## src/rtl/sipo_deserializer_8bit.sv

```systemverilog
// MSB-first serial-to-parallel receiver with sync-marker word alignment,
// a valid/ready holding register and sticky overrun/framing flags.
//
// state | meaning
// HUNT  | unaligned; waiting for sin_en & sync to mark a word MSB
// SHIFT | locked to word boundaries; cnt = bits of current word received
module sipo_deserializer_8bit #(
    parameter int WIDTH = 8
) (
    input  logic             clk,
    input  logic             rst,
    input  logic             sin,
    input  logic             sin_en,
    input  logic             sync,
    output logic [WIDTH-1:0] dout,
    output logic             dout_valid,
    input  logic             dout_ready,
    output logic             busy,
    output logic             overrun,
    output logic             frame_err,
    input  logic             clr_flags
);

    localparam int CW = $clog2(WIDTH + 1);

    typedef enum logic {
        HUNT  = 1'b0,
        SHIFT = 1'b1
    } state_t;

    state_t           state, state_n;
    logic [CW-1:0]    cnt, cnt_n;
    logic [WIDTH-1:0] sr, sr_n;
    logic [WIDTH-1:0] new_word;
    logic             word_done;
    logic             fe_set;
    logic             ovr_set;

    assign new_word = {sr[WIDTH-2:0], sin};

    always_comb begin
        state_n   = state;
        cnt_n     = cnt;
        sr_n      = sr;
        word_done = 1'b0;
        fe_set    = 1'b0;
        if (sin_en) begin
            case (state)
                HUNT: begin
                    if (sync) begin
                        sr_n    = new_word;
                        cnt_n   = CW'(1);
                        state_n = SHIFT;
                    end
                end
                SHIFT: begin
                    sr_n = new_word;
                    // sync at cnt==0 is a legal re-mark of the next MSB
                    if (sync && (cnt != '0)) begin
                        fe_set = 1'b1;
                        sr_n   = {{(WIDTH-1){1'b0}}, sin};
                        cnt_n  = CW'(1);
                    end else if (cnt == CW'(WIDTH - 1)) begin
                        word_done = 1'b1;
                        cnt_n     = '0;
                    end else begin
                        cnt_n = cnt + CW'(1);
                    end
                end
                default: state_n = HUNT;
            endcase
        end
    end

    assign ovr_set = word_done && dout_valid && !dout_ready;

    always_ff @(posedge clk or posedge rst) begin
        if (rst) begin
            state      <= HUNT;
            cnt        <= '0;
            sr         <= '0;
            dout       <= '0;
            dout_valid <= 1'b0;
            busy       <= 1'b0;
            overrun    <= 1'b0;
            frame_err  <= 1'b0;
        end else begin
            state <= state_n;
            cnt   <= cnt_n;
            sr    <= sr_n;
            busy  <= (state_n == SHIFT) && (cnt_n != '0);

            if (word_done) begin
                if (!dout_valid || dout_ready) begin
                    dout       <= new_word;
                    dout_valid <= 1'b1;
                end
            end else if (dout_valid && dout_ready) begin
                dout_valid <= 1'b0;
            end

            // a set on the same edge as clr_flags wins
            overrun   <= ovr_set || (overrun && !clr_flags);
            frame_err <= fe_set || (frame_err && !clr_flags);
        end
    end

endmodule

```

## config.mk

```make
export PLATFORM = sky130hd
export DESIGN_NAME = sipo_deserializer_8bit
export DESIGN_NICKNAME = d
export VERILOG_FILES = /design/src/rtl/sipo_deserializer_8bit.sv
export SDC_FILE = /design/constraint.sdc
export NUM_CORES = 1
export LEC_CHECK = 0
export ABC_AREA = 1
export CORE_MARGIN = 5
export CORE_UTILIZATION = 46
export DETAILED_ROUTE_END_ITERATION = 16
export MAX_ROUTING_LAYER = met4
export PLACE_DENSITY = 0.74
export SETUP_SLACK_MARGIN = 0.1
export SLEW_MARGIN = 5
export SYNTH_ARGS = -nofsm -noshare
export SYNTH_HDL_FRONTEND = slang
export SYNTH_SLANG_ARGS = --single-unit
```

## constraint.sdc

```tcl
create_clock -name clk -period 1.7 [get_ports clk]
set_clock_uncertainty 0.2 [all_clocks]
set_input_delay 0.255 -clock clk [delete_from_list [all_inputs] [get_ports clk]]
set_output_delay 0.255 -clock clk [all_outputs]
set_load 0.01 [all_outputs]
```

**Yosys cells after proc, flatten, opt, wreduce, memory -nomap -nowiden**

Index checks and enable logic that the tools add are counted.
W data, S select, Z words.

- Register bits: 24
- Input port bits: 7
- Output and inout port bits: 12
- Logic and storage cells: 53

- Add/subtract/negate cells: 1
- Eq/ne operators: 3
- Mux-type cells: 21
- Bitwise operators: 1
- Reduce and logical (&&, ||, !) cells: 19

Operators by type and width:

| cell | count |
|---|---|
| $mux W4 | 4 |
| $mux W7 | 2 |
| $pmux W7 S2 | 1 |
| $mux W1 | 13 |
| $pmux W4 S2 | 1 |
| $reduce_bool A4 Y1 | 2 |
| $logic_and A1 B1 Y1 | 7 |
| $reduce_and A2 Y1 | 3 |
| $add A4 B1 Y4 const B | 1 |
| $eq A4 B3 Y1 const B | 1 |
| $logic_not A1 Y1 | 3 |
| $logic_or A1 B1 Y1 | 3 |
| $ne A2 B1 Y1 const B | 1 |
| $ne A2 B2 Y1 const B | 1 |
| $reduce_bool A2 Y1 | 1 |
| $not A1 Y1 | 1 |

**Longest topological paths before layout**

- Word-level depth: 8
- Depth in mapped cells: 10
- Depth with buffers taken out: 10

**Worst setup path after synthesis**

OpenSTA, ideal clock, no wires.

- Path kind: register to register
- Start point: register cnt[0]
- End point: register dout[1]
- Library setup time: 0.117 ns
- Arrival: 1.311 ns
- Path slack: 0.072 ns
- Stages on the path, launching flop included: 11
- Path buffers: 1
- Period minus slack after synthesis: 1.628 ns
- Path through: dfrtp_1 inv_1 ha_1 nand2_1 nand2_2 inv_2 nor3_4 nand2_4 buf_6 nand2_2 o21ai_2

- Word-level cells in the longest chain between the ends: 6
- Elaborated cells between the ends (all ways): 8
- Classes of those cells: eq/ne: 1; mux: 4; reduce/logical: 3

RTL lines:

| element | RTL line | text |
|---|---|---|
| start, declared | 32 | `logic [CW-1:0] cnt, cnt_n;` |
| start signal, assigned | 89 | `cnt <= cnt_n;` |
| $eq A4 B3 Y1 or $reduce_bool A4 Y1 (tied branches) | 63, 59 |  |
| $mux W1 or $logic_and A1 B1 Y1 (tied branches) | 63, 59 |  |
| $mux W1 * | 59 | `if (sync && (cnt != '0)) begin` |
| $mux W1 * | 48 | `case (state)` |
| $mux W1 * | 47 | `if (sin_en) begin` |
| $reduce_and A2 Y1 (no source line) * | - |  |
| end signal, assigned | 95 | `dout <= new_word;` |
| end, declared | 15 | `output logic [WIDTH-1:0] dout,` |

Every way passes the cells marked *; elsewhere a longest branch is shown, timed or not.
A chain may end at the register's enable or synchronous reset.

**Final worst setup path**

- Start point: register cnt[0]
- End point: register dout[7]

The elaborated chain is that of the path after synthesis.

==> results.md <==
Detailed routing:
- Detailed routing inserted a total of 980 vias.
- The wire length reported by the detailed router is between 2 and 3 mm.
- After the first detailed-routing iteration, the DRC count stood at 15.
- The average wire per cell in the routed design is 14.10 um.
- Before antenna repair, the detailed router went through 4 iterations.
- After detailed routing, the number of vias per cell comes to approximately 5.1.
- After detailed routing, the number of remaining DRC violations is 0.
- The detail route stage leaves a number of antenna-violating nets equal to 0.

Finish:
- Compared with the post-synthesis result, the final layout area differs by 42.91%.
- The area used by multi-input combinational logic is 480.5 um2.
- For this run, the share of the core covered by cells in the final layout is 69.87%.
- The post-route netlist has between 30% and 40% of its cells at a drive strength greater than 1.
- After the last flow step, the layout net total stands at around 170.
- The sequential cells in the finished layout cover a total of 601.8 um2.
- The layout has about 170 filler cells.
- The finished layout cell area is around 0.0016 mm2.
- The number of antenna diodes is 0.

Setup path:
- The critical path arrival is 1.71 ns.
- In this run the worst path has a maximum fanout of 8.
- Data on the critical path is required at its endpoint by 1.74 ns.
- The type of element capturing the critical path is a register.
- The class of the most critical setup path is register to register.
- Across all register-to-register paths, the minimum setup slack is 0.03 ns.
- The category of the worst setup path launch point is a register.
- Walking the worst path, the cells encountered are ha_1 > nand3_2 > nor3_4 > buf_6 > nand2_8 > nand2_1 > o21ai_2.
- On the critical path, the stage with the largest delay is an instance of dfrtp_1.
- In this design, the stage delay of the slowest critical-path cell is 0.43 ns.

Worst hold path:
- The classification of the worst-slack hold path is primary input to async pin.

Pwr:
- Summed over all cells, the static leakage comes to 0.8162 nW.
- The cell-internal power is 0.001172 W.
- The switching portion of total power is 31.47%.
- Dividing total power by cell area gives a power density of about 1100 mW/mm2.
- Sequential cells account for 43.3% of the total power.
- The combinational fraction of design power is approximately 32%.
- In this run the power spent charging and discharging nets is 0.0005385 W.
- The clock share of power is 24.4%.
- The maximum ir drop on the vdd rail is 825.4 uV.

GRT:
- For this run, the total global-route usage over all layers was measured as ~17%.
- The number of global-route vias before repair is just under 1,000.
- The initial antenna violation count came to 0.
- The total grt overflow is 0.
- The first-pass GRT wire length is ~4.2 mm.
- Entering global routing, the biggest net connects 25 pins.

Synthesis:
- The total standard cell area after synthesis is 0.001102 mm2.
- Sorting the synthesized cells by area gives the leading types as dfrtp_1 54%, nand2_1 9.5%, inv_1 7.5%.
- For this run, the number of Yosys warnings is 0.
- In this run, synthesis produced a sequential element count of 24.
- The share of the yosys chip area belonging to registers is a little over half.
- Synthesis produced a netlist whose cell count is approximately 120.
- In this run the mean area of a mapped cell was between 8 and 9 um2.
- The number of distinct library cell variants in the gate-level netlist after synthesis is 20.
- Of the post-synthesis cell area, the dominant cell type holds a little over half.
- The biggest area contributor in the post-synthesis netlist is dfrtp_1.
- The net count after synthesis is about 130.

Placed design:
- During placement, the flow inserted port buffers numbering 18.
- The placed wire-length estimate after detailed placement is 1.625 mm.
- The post-place setup slack is -0.1949 ns.
- Summing all placed instances gives a cell area of 0.001384 mm2.
- Routability-driven placement finished with a final weighted congestion of 0.9907.

STA:
- The final-report setup violation count is 0.
- The max-slew violation count is 0.
- The worst path meets setup with 0.03112 ns of slack.
- The transition time at the pin with the least slew margin is 0.3303 ns.
- Dividing the final minimum period by the clock period gives 98.17%.
- Subtracting the final worst setup slack from the clock period gives 1.669 ns.
- The hold violation total from the final report is 0.
- In this run the tightest slew margin relative to its limit is 77.93%.
- For this run, the top clock speed supported by timing is 599.2 MHz.
- Setup repair after global routing could not meet its margin everywhere.

Die:
- The number of top-level pins is 19.
- The vertical extent of the die is 58.95 um.
- The die covers 0.003475 mm2.
- The initial utilization of the core area, before any placement, comes to 48.89%.
- The floorplan step defined a core boundary enclosing 0.002255 mm2.
- The overall die width is 58.95 um.
- The floorplan has 17 rows.

Clocking:
- Clock latency on the worst-skew pair, taken at its later pin, is 0.33 ns.
- Clock-pin slew was measured on the worst setup and hold paths at about 0.14 ns.
- For this design, the sink count on the clock tree is 24.
- Hold repair after CTS inserted 0 buffers.
- The cell at the root of the clock tree is clkbuf_4.
- The maximum buffer depth of the clock tree is 2.
- The number of clock buffers inserted by TritonCTS is 3.
- The CTS tree is done.
- CTS built an H-tree with a depth of 1.

Status:
- The flow ran to the end, and the final reports show no timing, DRC or antenna violations.

Job:
- The number of max-cap violations is 0.
-- cell families (layout without fill, tap and decap cells) --
| family | Yosys count | count (layout) | share of synthesized area [%] |
|---|---|---|---|
| flip-flops | 24 | 24 | 54.48 |
| AO/OA/AOI/OAI | 19 | 19 | 11.24 |
| adder cells (fa/ha/maj) | 2 | 2 | 2.270 |
| buffers and inverters | 25 | 64 | 9.307 |
| AND/OR/NAND/NOR | 53 | 54 | 22.70 |
-- area by class of cell --
class | instances | area share (%)
repair buffers | 37 | 20.25
well taps | 28 | 2.224
flip-flops and latches | 24 | 38.20
multi-input cells | 75 | 30.50
clock buffers | 3 | 1.430
inverters | 23 | 5.481
clock inverters | 1 | 1.906
-- worst max-delay path: cells and delay by family (launching register included) --
| family | cells | cell delay (ns) |
|---|---|---|
| AND/OR/NAND/NOR | 4 | 0.51 |
| flip-flops | 1 | 0.43 |
| adder cells (fa/ha/maj) | 1 | 0.24 |
| buffers and inverters | 1 | 0.15 |
| AO/OA/AOI/OAI | 1 | 0.05 |
-- routing by layer --
metal / up-vias / part of all wire (%) / track usage, %
met5: - / 0 / -
met3: 6 / 5.3 / 5.044
met2: 36 / 52 / 27.92
met1: 466 / 41 / 18.47
met4: 0 / 1.6 / 8.414
li1: 472 / - / -
-- cell usage after synthesis --
| cell | count |
|---|---|
| nand2_1 | 28 |
| dfrtp_1 | 24 |
| inv_1 | 22 |
| nand3_1 | 14 |
| o21ai_0 | 9 |
| o21ai_2 | 7 |
| nor2_1 | 4 |
| ha_1 | 2 |
| nand2_2 | 2 |
| a21boi_0 | 1 |
| a21oi_1 | 1 |
| buf_2 | 1 |
| buf_6 | 1 |
| inv_2 | 1 |
| nand2_4 | 1 |
| nand3b_1 | 1 |
| nand4_1 | 1 |
| nor2_2 | 1 |
| nor3_4 | 1 |
| o21ai_1 | 1 |
-- what timing repair did --
item,in CTS,in global routing
endpoints found under the setup margin,23,20
setup buffers,7,1
gates resized for setup,16,23
pin swaps,5,5
gates cloned,1,0
-- flip-flops by register name (all words and copies together), names as in the netlist --
register    count
dout            8
cnt             4
busy            1
dout_valid      1
frame_err       1
sr              7
state           1
overrun         1
-- worst paths after layout --
check / startpoint / to / cells after the start
max: cnt[0] / dout[7] / 7
min: rst / overrun / 3
max reg2reg: cnt[0] / dout[7] / 7
min reg2reg: dout[1] / dout[1] / 2
max in group asynchronous: rst / cnt[2] / 3
min in group clk: clr_flags / overrun / 2
-- layout by cell type, fill, tap and decap left out, drive strengths merged --
cell type       n
buf            19
nand3          14
clkbuf          3
nand3b          1
a21boi          1
dlygate4sd2    12
o21ai          17
nand2          32
clkdlybuf4s50   6
nor2            5
a21oi           1
dfrtp          24
nand4           1
inv            23
ha              2
bufinv          1
nor3            1
-- power groups by stage --
stage | Sequential [W] | Combinational, W | Clock (W)
final | 0.000741 | 0.000553 | 0.000417
after global routing | 0.000752 | 0.000612 | 0.000451
after CTS | 0.000726 | 0.000477 | 0.000427
after detailed placement | 0.000741 | 0.000456 | 0
after global placement | 0.000738 | 0.000442 | 0
after floorplan | 0.000756 | 0.000216 | 0
-- through the flow --
step / hold WS [ns] / TNS [ns] / std cells / total power, W
6_report: 0.04736 / 0 / 191 / 0.001711
5_1_grt: 0.06890 / -0.4067 / 191 / 0.001814
4_1_cts: 0.06056 / 0 / 190 / 0.001630
3_5_place_dp: 0.2678 / -1.953 / 178 / 0.001197
3_3_place_gp: 0.2573 / -1.161 / 178 / 0.001180
2_1_floorplan: 0.06962 / 0 / 123 / 0.0009726
Note: power is estimated with default switching activity, not from simulation.
